--- src/rtl/i2c_codec_cfg_seq.sv ---
// Codec configuration sequencer with an integrated open-drain I2C write master.
// Fetches 16-bit register words from an external table and sends each as
// {addr byte, high byte, low byte}. Every byte is ACK-checked. A NACKed word is
// retried up to MAX_RETRY extra times before the run aborts and reports the
// failing index. A single-word rewrite mode reuses the same datapath.
module i2c_codec_cfg_seq #(
    parameter int         NUM_REGS  = 11,
    parameter logic [6:0] DEV_ADDR  = 7'h1A,
    parameter int         CLK_DIV   = 125,
    parameter int         MAX_RETRY = 3,
    parameter int         IDX_W     = 8
) (
    input  logic             clk_50mhz,
    input  logic             rst_ni,
    input  logic             en_i,
    input  logic             start_cf_i,
    input  logic             wr_one_i,
    input  logic [IDX_W-1:0] wr_idx_i,
    output logic [IDX_W-1:0] tbl_idx_o,
    input  logic [15:0]      tbl_data_i,
    input  logic             i2c_sda_i,
    output logic             i2c_sda_oe_o,
    output logic             i2c_sclk_o,
    output logic             busy_o,
    output logic             cf_done_o,
    output logic             cf_err_o,
    output logic [IDX_W-1:0] err_idx_o
);

    localparam int               CNT_W    = (CLK_DIV > 2) ? $clog2(CLK_DIV) : 1;
    localparam logic [CNT_W-1:0] CNT_MAX  = CNT_W'(CLK_DIV - 1);
    localparam logic [IDX_W-1:0] LAST_IDX = IDX_W'(NUM_REGS - 1);
    localparam logic [2:0]       RETRY_LIM = 3'(MAX_RETRY);

    typedef enum logic [3:0] {
        S_IDLE, S_LOAD, S_START, S_BIT, S_ACK, S_STOP, S_GAP, S_DONE, S_ERR
    } state_t;

    state_t           state_r;
    logic [CNT_W-1:0] cnt_r;
    logic [1:0]       phase_r;
    logic [2:0]       bit_r;
    logic [1:0]       byte_r;
    logic [23:0]      shift_r;
    logic [IDX_W-1:0] idx_r;
    logic [IDX_W-1:0] last_r;
    logic [2:0]       retry_r;
    logic             nack_r;
    logic             load_wait_r;

    logic             run_s;
    logic             tick_s;
    logic             idx_ok_s;
    logic             start_ok_s;
    logic             scl_s;
    logic             oe_s;

    // The quarter-bit timebase only runs while a frame is on the bus
    assign run_s      = (state_r == S_START) || (state_r == S_BIT) || (state_r == S_ACK) ||
                        (state_r == S_STOP)  || (state_r == S_GAP);
    assign tick_s     = run_s && (cnt_r == CNT_MAX);
    assign idx_ok_s   = ({1'b0, wr_idx_i} < (IDX_W + 1)'(NUM_REGS));
    assign start_ok_s = en_i && (start_cf_i || (wr_one_i && idx_ok_s));

    // Quarter-SCL tick counter, held at zero outside the bus states
    always_ff @(posedge clk_50mhz or negedge rst_ni) begin
        if (!rst_ni) begin
            cnt_r <= '0;
        end else if (!run_s || (cnt_r == CNT_MAX)) begin
            cnt_r <= '0;
        end else begin
            cnt_r <= cnt_r + CNT_W'(1);
        end
    end

    // Sequencer: run qualification, word fetch, bit framing, ACK check and retry policy
    always_ff @(posedge clk_50mhz or negedge rst_ni) begin
        if (!rst_ni) begin
            state_r     <= S_IDLE;
            phase_r     <= 2'd0;
            bit_r       <= 3'd0;
            byte_r      <= 2'd0;
            shift_r     <= 24'd0;
            idx_r       <= '0;
            last_r      <= '0;
            retry_r     <= 3'd0;
            nack_r      <= 1'b0;
            load_wait_r <= 1'b0;
            tbl_idx_o   <= '0;
            busy_o      <= 1'b0;
            cf_done_o   <= 1'b0;
            cf_err_o    <= 1'b0;
            err_idx_o   <= '0;
        end else begin
            if (tick_s) begin
                phase_r <= phase_r + 2'd1;
            end
            case (state_r)
                S_IDLE, S_DONE, S_ERR: begin
                    if (start_ok_s) begin
                        cf_done_o   <= 1'b0;
                        cf_err_o    <= 1'b0;
                        busy_o      <= 1'b1;
                        retry_r     <= 3'd0;
                        load_wait_r <= 1'b0;
                        state_r     <= S_LOAD;
                        if (start_cf_i) begin
                            idx_r     <= '0;
                            last_r    <= LAST_IDX;
                            tbl_idx_o <= '0;
                        end else begin
                            idx_r     <= wr_idx_i;
                            last_r    <= wr_idx_i;
                            tbl_idx_o <= wr_idx_i;
                        end
                    end
                end
                S_LOAD: begin
                    // First cycle presents the index, second captures the table word
                    if (!load_wait_r) begin
                        load_wait_r <= 1'b1;
                    end else begin
                        shift_r <= {DEV_ADDR, 1'b0, tbl_data_i};
                        byte_r  <= 2'd0;
                        bit_r   <= 3'd0;
                        phase_r <= 2'd0;
                        nack_r  <= 1'b0;
                        state_r <= S_START;
                    end
                end
                S_START: begin
                    if (tick_s && (phase_r == 2'd3)) begin
                        bit_r   <= 3'd0;
                        state_r <= S_BIT;
                    end
                end
                S_BIT: begin
                    if (tick_s && (phase_r == 2'd3)) begin
                        shift_r <= {shift_r[22:0], 1'b0};
                        if (bit_r == 3'd7) begin
                            state_r <= S_ACK;
                        end else begin
                            bit_r <= bit_r + 3'd1;
                        end
                    end
                end
                S_ACK: begin
                    if (tick_s && (phase_r == 2'd2)) begin
                        nack_r <= i2c_sda_i;
                    end
                    if (tick_s && (phase_r == 2'd3)) begin
                        if (nack_r || (byte_r == 2'd2)) begin
                            state_r <= S_STOP;
                        end else begin
                            byte_r  <= byte_r + 2'd1;
                            bit_r   <= 3'd0;
                            state_r <= S_BIT;
                        end
                    end
                end
                S_STOP: begin
                    if (tick_s && (phase_r == 2'd3)) begin
                        state_r <= S_GAP;
                    end
                end
                S_GAP: begin
                    if (tick_s && (phase_r == 2'd3)) begin
                        if (!en_i) begin
                            busy_o    <= 1'b0;
                            cf_done_o <= 1'b0;
                            cf_err_o  <= 1'b0;
                            state_r   <= S_IDLE;
                        end else if (nack_r && (retry_r < RETRY_LIM)) begin
                            retry_r     <= retry_r + 3'd1;
                            load_wait_r <= 1'b0;
                            tbl_idx_o   <= idx_r;
                            state_r     <= S_LOAD;
                        end else if (nack_r) begin
                            err_idx_o <= idx_r;
                            cf_err_o  <= 1'b1;
                            busy_o    <= 1'b0;
                            state_r   <= S_ERR;
                        end else if (idx_r == last_r) begin
                            cf_done_o <= 1'b1;
                            busy_o    <= 1'b0;
                            state_r   <= S_DONE;
                        end else begin
                            idx_r       <= idx_r + IDX_W'(1);
                            tbl_idx_o   <= idx_r + IDX_W'(1);
                            retry_r     <= 3'd0;
                            load_wait_r <= 1'b0;
                            state_r     <= S_LOAD;
                        end
                    end
                end
                default: begin
                    busy_o  <= 1'b0;
                    state_r <= S_IDLE;
                end
            endcase
        end
    end

    // Bus level decode per state and quarter-bit phase; idle bus everywhere else
    always_comb begin
        scl_s = 1'b1;
        oe_s  = 1'b0;
        case (state_r)
            S_START: begin
                scl_s = (phase_r != 2'd3);
                oe_s  = phase_r[1];
            end
            S_BIT: begin
                scl_s = phase_r[1];
                oe_s  = ~shift_r[23];
            end
            S_ACK: begin
                scl_s = phase_r[1];
                oe_s  = 1'b0;
            end
            S_STOP: begin
                scl_s = (phase_r != 2'd0);
                oe_s  = ~phase_r[1];
            end
            default: begin
                scl_s = 1'b1;
                oe_s  = 1'b0;
            end
        endcase
    end

    // Registered pin drivers; reset releases the bus immediately
    always_ff @(posedge clk_50mhz or negedge rst_ni) begin
        if (!rst_ni) begin
            i2c_sclk_o   <= 1'b1;
            i2c_sda_oe_o <= 1'b0;
        end else begin
            i2c_sclk_o   <= scl_s;
            i2c_sda_oe_o <= oe_s;
        end
    end

endmodule

--- config.mk ---
export PLATFORM = sky130hd
export DESIGN_NAME = i2c_codec_cfg_seq
export DESIGN_NICKNAME = d
export VERILOG_FILES = /design/src/rtl/i2c_codec_cfg_seq.sv
export SDC_FILE = /design/constraint.sdc
export NUM_CORES = 1
export LEC_CHECK = 0
export ABC_AREA = 1
export CORE_MARGIN = 5
export CORE_UTILIZATION = 51
export DETAILED_ROUTE_END_ITERATION = 8
export MAX_ROUTING_LAYER = met4
export PLACE_DENSITY_LB_ADDON = 0.1
export SLEW_MARGIN = 30
export SYNTH_ARGS = -nofsm -noshare
export SYNTH_HDL_FRONTEND = slang
export SYNTH_SLANG_ARGS = --single-unit
--- constraint.sdc ---
create_clock -name clk_50mhz -period 1.7 [get_ports clk_50mhz]
set_input_delay 0.34 -clock clk_50mhz [delete_from_list [all_inputs] [get_ports clk_50mhz]]
set_output_delay 0.34 -clock clk_50mhz [all_outputs]
set_load 0.01 [all_outputs]
# ---- Word-level counts from Yosys, hierarchy flattened
# Index checks and enable logic that the tools add are counted.
dict set report op_classes {
  n_addsub 6
  magnitude_cmp 2
  eq_ne 37
  n_mux 82
  bitwise_logic 4
  n_reduce_logical 37
}
# operator n
set ops {}
lappend ops {{8-bit 2-to-1 mux} 11}
lappend ops {{24-bit 2-to-1 mux} 2}
lappend ops {{24-bit case mux with 2 select lines} 1}
lappend ops {{4-bit 2-to-1 mux} 11}
lappend ops {{3-bit 2-to-1 mux} 14}
lappend ops {{8-bit case mux with 2 select lines} 2}
lappend ops {{4-bit case mux with 7 select lines} 1}
lappend ops {{1-bit 2-to-1 mux} 23}
lappend ops {{2-bit != test (second input constant)} 9}
lappend ops {{6-bit AND reduction} 3}
lappend ops {{4-bit by 3-bit == test with 1-bit output (second input constant)} 4}
lappend ops {{5-bit AND reduction} 3}
lappend ops {{2-bit by 1-bit != test with 1-bit output (second input constant)} 7}
lappend ops {{7-bit AND reduction} 2}
lappend ops {{2-bit 2-to-1 mux} 6}
lappend ops {{3-bit != test (second input constant)} 4}
lappend ops {{1-bit case mux with 3 select lines} 4}
lappend ops {{3-bit case mux with 4 select lines} 1}
lappend ops {{8-bit by 1-bit adder with 8-bit output (second input constant)} 1}
lappend ops {{4-bit by 2-bit == test with 1-bit output (second input constant)} 2}
lappend ops {{8-bit == test} 1}
lappend ops {{8-bit by 4-bit less-than comparator with 1-bit output (second input constant)} 1}
lappend ops {{8-bit AND reduction} 1}
lappend ops {{2-bit nonzero test} 4}
lappend ops {{28 further kinds} 50}
dict set report totals {
  regBits 84
  input_bits 30
}

# ---- Logic depth before layout (Yosys ltp)
dict set report logic_depth {
  ltp_word 9
  ltp_mapped 11
  mapped_depth_nobuf 11
}

# ---- Worst setup path after synthesis
# No wires, ideal clock.
dict set report synth_path {
  path_type {register to register}
  from {register cnt_r[0]}
  to {register shift_r[16]}
  arrival_time_ns 1.624
  required_time_ns 1.574
  path_slack_ns -0.049
  stages_incl_launch_ff 10
  path_buffers 2
  period_less_slack_ns 1.749
  cell_sequence {dfrtp_1 > inv_1 > ha_1 > nand2_1 > nor3_4 > nand3_4 > o21ai_2 > buf_6 > buf_4 > o21ai_0}
}
dict set report synth_between {
  elab_chain_len 5
}
# element line
set synth_rtl {}
lappend synth_rtl {{start: declaration} 40} ;# logic [CNT_W-1:0] cnt_r;
lappend synth_rtl {{start signal: assignment} 72} ;# cnt_r <= cnt_r + CNT_W'(1);
lappend synth_rtl {{7-bit == test} 61} ;# assign tick_s = run_s && (cnt_r == CNT_MAX);
lappend synth_rtl {{1-bit logical AND} 61}
lappend synth_rtl {{1-bit logical AND} 138} ;# if (tick_s && (phase_r == 2'd3)) begin
lappend synth_rtl {{2-bit by 1-bit != test with 1-bit output (no line)} -}
lappend synth_rtl {{3-bit AND reduction (no line)} -}
lappend synth_rtl {{end signal: assignment} 123} ;# shift_r <= {DEV_ADDR, 1'b0, tbl_data_i};
lappend synth_rtl {{end signal: assignment} 139} ;# shift_r <= {shift_r[22:0], 1'b0};
lappend synth_rtl {{end: declaration} 44} ;# logic [23:0] shift_r;
# No other way between the ends.
# A chain may end at the register's enable or synchronous reset.

# ---- Worst setup path after layout
dict set report layout_path {
  from {register cnt_r[1]}
  to {register shift_r[19]}
}
# The elaborated chain is that of the path after synthesis.

==> summary.md <==
| Metric | Value |
|---|---|
| Setup CP Type | register to register |
| Gr busiest metal | met2 |
| CP arrival | just over 2 ns |
| H-Tree Depth | 3 |
| Vias per Instance | 5.22 |
| CTS clk-pin slew, worst paths | 0.09 ns |
| Commonest cells after routing, fill and taps aside | 167 x nand2_1, 78 x dfrtp_1, 76 x buf_4 |
| Fin. max-slew vios | 0 |
| Remaining routing DRC violations | 0 |
| Post-Syn Instances | slightly above 600 |
| Top cells by area, synth | dfrtp_1 45%, nand2_1 15%, o21ai_0 7.4%, inv_1 6.1%, nand3_1 4.4% |
| Starting Density | 0.526 |
| Synth unique cells | between 40 and 50 |
| M1 GR Usage | 0.313 |
| Sequential cell area | around 0.0021 sq mm |
| I/O pin count | just over 50 |
| Largest net degree at the start of global routing | 50 |
| Clock Skews | about 0.016 ns |
| Leading area contributor after synthesis | dfrtp_1 |
| Final setup fails | 40 |
| DRT Wirelength | roughly 13 mm |
| Post-Syn Area per Cell | ~7.6 sq um |
| Peak Freq | about 560 MHz |
| Placed Instances | ~800 |
| RR Endpoint | shift_r[19] |
| Avg WL per Cell | approximately 15 um |
| Crit. Startpoint | cnt_r[1] |
| Final core occ | 0.749 |
| First-pass GRT wire length | around 20 mm |
| Drt first-iter violations | 230 |
| GR Layer Usage met2 | 0.356 |
| Die ar. | ~0.011 sq mm |
| Synth Area in Compound Gates | 0.121 |
| Worst setup SP type | register |
| Worst R2R Setup Slack | -0.09 ns |
| IR Drop Worst-Case VDD | between 0.0008 and 0.0009 V |
| Worst hold-check path type | input pin to asynchronous set/reset pin |
| Total power | 9.46 mW |
| Setup ws final | -0.0882 ns |
| Post-route clock period utilization | 1.05 |
| EDFF count, synth | 0 |
| Syn-to-layout area delta | 42.2% |
| Register area share after synthesis | 0.454 |
| Final HPWL DP | 8.76 mm |
| FFs w/ async S/R, synth | 1.00 |
| Critical-path maximum fanout | 7 |
| Clk buf depth | 2 |
| Num Clock Sinks | 84 |
| Mapped Area | 0.00464 sq mm |
| GRT Total Usage | 0.229 |
| Final GP Congestion | between 0.8 and 0.9 |
| Commonest non-fill, non-tap cell in the layout | nand2_1 |
| Synth Area in Simple Gates | 0.284 |
| Post-DRT Antenna Nets | 0 |
| Power per cell area | 1430 mW/mm^2 |
| Post-synthesis net count | between 600 and 700 |
| Root Buffer | clkbuf_8 |
| Dpl cell area | ~0.0057 sq mm |
| Most used DFF post-synth | dfrtp_1 |
| Largest family of logic cells by synthesized area | simple AND/OR/NAND/NOR gates |
| Critical R2R Launch | cnt_r[1] |
| Vias in the first global route | around 4300 |
| Synthesized flop and latch total | between 80 and 90 |
| Failing checks | setup timing |
| Grt ovf | 0 |
| Adder-cell share of the synthesized area | 0.0270 |
| Synthesis Warnings | 0 |
| PortBufs | 50 |
| CP required | 1.98 ns |
| Die height | approximately 110 um |
| Final nets | 787 |
| Met3 global-route usage | 0.0318 |
| CP endpoint kind | register |
| Status | finished with violations |
| Total of max-cap violations | 0 |
| Design Area, Final | between 0.006 and 0.007 sq mm |
| Slew headroom | 0.730 |
| First-pass DRT Iterations | 5 |
| XOR/XNOR Fraction of Synth Area | 0.0265 |
| R2R depth | 10 |
| Unrepaired setup endpoints after global routing | yes |
| Die Wd | about 110 um |
| CTS Buf Count | 9 |
| Layout cells sized above 1 | 0.289 |
| Area occupied by multi-input gates | ~0.0025 sq mm |
| Final Hold Viols | 0 |
| Core area | a little under 0.009 sq mm |
| Yosys top cell area share | 0.448 |
| Total number of vias | ~4500 |
| Setup TNS | -1.21 ns |
| Std-Cell Rows | 34 |
| CTS tree | done |
| Initial antenna violation count | 0 |
| Leak | about 3.2 nW |
| Fill cells | 644 |
| Post-route minimum period | ~1.8 ns |
| Worst-skew pair later-pin latency | approximately 0.36 ns |
| Post-route insts no fill | 860 |
| Slew @ Worst Pin | 0.401 ns |
| Ant diodes | 0 |
| Mux contribution to synthesized area | 0 |
worst max path at each step:
stage                              to  slack (ns)  depth (start not counted)
after floorplan              idx_r[0]       -0.05                         11
after global placement       idx_r[0]       -0.31                         10
after detailed placement     idx_r[0]       -0.33                         10
after CTS                    idx_r[0]       -0.05                         11
after global routing      shift_r[19]       -0.16                         10
final                     shift_r[19]       -0.09                         10
power by group:
| part | switching (mW) | total [mW] | internal (mW) |
|---|---|---|---|
| combinational | 2.87 | 5.18 | 2.31 |
| sequential | 0.392 | 2.96 | 2.57 |
| clock | 0.768 | 1.31 | 0.544 |
| total | 4.03 | 9.46 | 5.43 |
through the flow:
| stage | hold slack, ns | worst slack (ns) |
|---|---|---|
| floorplan | 0.0444 | -0.0460 |
| global placement | 0.198 | -0.315 |
| detailed placement | 0.200 | -0.332 |
| CTS | 0.359 | -0.0472 |
| global route | 0.374 | -0.159 |
| finish | 0.361 | -0.0882 |
layer usage:
metal / wire length, um / vias up
li1: - / 2233
met1: 5780 / 2100
met2: 6170 / 132
met3: 673 / 22
met4: 225 / 0
met5: 0 / -
worst max-delay path, stage by stage, from the launching register on:
cell and delay [ns]:
dfrtp_1 0.40, inv_2 0.09, ha_4 0.14, nand2_4 0.05, nor3_4 0.16, nand3_4 0.19, o21ai_4 0.21, buf_12 0.16
clkbuf_16 0.16, nand3_2 0.05, o21ai_1 0.09
cell type report:
class                      count  share of cell area
tap                          108              0.0205
clock inverter                 6             0.00740
clock buffer                  10              0.0194
timing repair buffer         144               0.205
multi-input combinational    429               0.382
sequential                    84               0.320
inverter                      79              0.0457
Yosys cell counts, types with 4 or more instances:
cell / n
nand4_1: 8
ha_1: 10
xor2_1: 4
nor2_1: 42
nand2_1: 187
o22ai_1: 4
inv_1: 75
o21ai_0: 69
xnor2_1: 10
buf_2: 6
a21oi_1: 11
nand3_1: 41
dfrtp_1: 83
o21ai_1: 9
timing repair:
action                                  CTS  global route
pin swaps                                10            17
setup buffers                             5             9
endpoints found under the setup margin   68            76
endpoints found under the hold margin    12             0
gates resized for setup                  34           106
gates cloned                              3             7
hold buffers                              1             0
cells by family (layout without fill, tap and decap cells):
group | count (synthesis) | after routing
fa+ha+maj | 10 | 10
compound gates | 104 | 104
simple gates | 299 | 301
flops | 84 | 84
xor+xnor | 14 | 14
buf+inv | 95 | 239
flip-flops by register name, indices dropped and copies added (netlist names), 3 cells and up:
register / cells
bit_r: 3
cnt_r: 7
err_idx_o: 8
idx_r: 8
last_r: 8
retry_r: 3
shift_r: 24
state_r: 4
tbl_idx_o: 8
Note: power is estimated with default switching activity, not from simulation.
==> variant, RTL diff (config.mk and constraints unchanged) <==
The parameter `IDX_W` goes from 8 to 7.
--- a/src/rtl/i2c_codec_cfg_seq.sv
+++ b/src/rtl/i2c_codec_cfg_seq.sv
@@ -9,5 +9,5 @@
     parameter int         CLK_DIV   = 125,
     parameter int         MAX_RETRY = 3,
-    parameter int         IDX_W     = 8
+    parameter int         IDX_W     = 7
 ) (
     input  logic             clk_50mhz,
Interface: changed (resized err_idx_o, tbl_idx_o and wr_idx_i); port bits go from 51 to 48. No check against the original RTL was run, so the function may have changed too.
==> variant against the original RTL <==
- the run still ends with negative setup slack left
- combinational power is essentially flat
- clock power grew 11%
- sequential share of layout area shrank 0.78 points
- sequential cell count shrank 4
- worst setup slack lost 0.016 ns
- area after synthesis shrank 3.5%
- core utilization shrank 0.36 points
- critical path type is now input port to register
- largest cell class unchanged
- routed wire length shrank 7.5%
- clock skew shrank 0.0058 ns
- final area shrank 2.4%
- sequential power shrank 6%
- power shrank 0.74%
==> variant: results (changes against the original RTL) <==
- Status: finished with violations
- Violated checks: negative setup slack
- Met3 Use GR: 3.79% (+0.62 points)
- Comb. pwr: 0.00516 W (about the same)
- DRT met1 WL: 5270 um (-8.8%)
- # Post-CTS Setup Buffers: 7 (+2)
- Largest net degree at the start of global routing: 34 (-32%)
- Vias/cell: 5.14 (-1.5%)
- Met1 Track Usage GR: 29.0% (-2.3 points)
- Final HPWL DP: 7940 um (-9.3%)
- Synthesized netlist net count: 625 (-3.3%)
- Clk. pwr: 0.00145 W (+11%)
- Top cells by area, synth: dfrtp_1 (44%), nand2_1 (14%), o21ai_0 (7.2%), inv_1 (5.9%), nand3_1 (4.4%)
- Gpl congestion: 0.894 (+3.8%)
- WL/cell: 14.4 um (-3.6%)
- Setup Skew: 0.0102 ns (-0.00580 ns)
- Final net count: 751 (-4.6%)
- Lkg Pwr: 3.13 nW (-3.4%)
- Skew-Pair Late Insertion Delay: 0.36 ns (about the same)
- Pre-Repair DR Iteration Count: 5 (unchanged)
- Max reg flops: 24 (unchanged)
- Placed cells: 787 (-4.1%)
- Worst Hold Class: input port to register
- Worst Path Arrival: 2.05 ns (-0.02 ns)
- Crit-path max cell delay: 0.51 ns (+0.11 ns)
- P_sw: 0.00391 W (-3.2%)
- Met2 routed WL: 5820 um (-5.6%)
- Final setup viols: 51 (+28%)
- Hold Crit Depth: 3
- Post-CTS sizing: 71 (+110%)
- Max_slew headroom: 76.1% (+3.1 points)
- GRT Total Usage: 21.6% (-1.3 points)
- Top Metal Used: met4
- Worst R2R End: shift_r[20]$_DFFE_PN0P_
- First-pass GRT wire length: 19000 um (-6.3%)
- Vias in the first global route: 4022 (-7.0%)
- Dpl cell area: 0.00547 mm2 (-4.8%)
- GRT met2 Usage: 33.5% (-2.1 points)
- Worst Hold Path EP: last_r[2]$_DFFE_PN0P_
- Synth unique cells: 35 (-19%)
- Syn_area_per_cell: 7.64 um2 (-0.16%)
- R2R setup slack: -0.09 ns
- Routed wire length: 11900 um (-7.5%)
- Final WS setup: -0.104 ns (-0.0156 ns)
- Dpl ws: -0.427 ns (-0.0947 ns)
- PortBufs: 47 (-6.0%)
- Reg-to-Reg Start: cnt_r[0]$_DFF_PN0_
- Share of post-route cells with drive strength above 1: 31.7% (+2.8 points)
- Met3 wire len: 527 um (-22%)
- Top post-synthesis cells by count: nand2_1 (172), dfrtp_1 (79), inv_1 (70)
- Iter 0 DRT Violations: 223 (-3.0%)
- Crit-path slowest cell: clkdlybuf4s50_1
- Max VDD drop: 0.765 mV (-13%)
- Fill count: 628 (-2.5%)
- Pint: 0.00549 W (+1.1%)
- Sequential fraction of the synthesis area: 44.8% (-0.61 points)
- Antenna Cells: 0 (unchanged)
- Critical Path Start: en_i
## variant: cell count changes after synthesis, moves of 3 or more
cell     before  now
o21ai_2       3    9
inv_1        75   70
dfrtp_1      83   79
inv_2         3    8
nor2_1       42   46
nor2_4        2    6
o21ai_0      69   64
xnor2_1      10    7
nand2_1     187  172
## variant: how the worst max path moves through the flow
stage                     slack [ns]                  endpoint  depth (start not counted)
final                          -0.10      idx_r[5]$_DFFE_PN0P_                         10
after global routing           -0.19   shift_r[22]$_DFFE_PN0P_                         10
after CTS                      -0.08      bit_r[0]$_DFFE_PN0P_                         11
after global placement         -0.33  tbl_idx_o[2]$_DFFE_PN0P_                         11
after detailed placement       -0.43  tbl_idx_o[4]$_DFFE_PN0P_                         11
after floorplan                 0.02      idx_r[1]$_DFFE_PN0P_                         11
## variant: metrics by stage
step / util [%] / hold WS, ns / TNS (ns)
after CTS: 69.6 / 0.435 / -2.47
final: 74.5 / 0.400 / -2.87
after detailed placement: 63.4 / 0.274 / -11.76
after global placement: 63.4 / 0.272 / -9.23
after global routing: 74.5 / 0.419 / -7.74
after floorplan: - / 0.0444 / 0
## variant: final cells by class
| cell class | instances | area [um2] | area share [%] |
|---|---|---|---|
| multi-input cells | 411 | 2440 | 38.0 |
| flip-flops and latches | 80 | 2010 | 31.2 |
| repair buffers | 132 | 1350 | 21.0 |
| inverters | 78 | 295 | 4.59 |
| well taps | 108 | 135 | 2.10 |
| clock buffers | 9 | 124 | 1.92 |
| clock inverters | 7 | 77.6 | 1.21 |
## variant: cells by family after synthesis
kind of cell / after synthesis / synth area share, %
simple gates: 286 / 28.2
flops: 80 / 44.8
compound gates: 104 / 13.0
xor+xnor: 11 / 2.15
fa+ha+maj: 10 / 2.80
buf+inv: 95 / 9.11
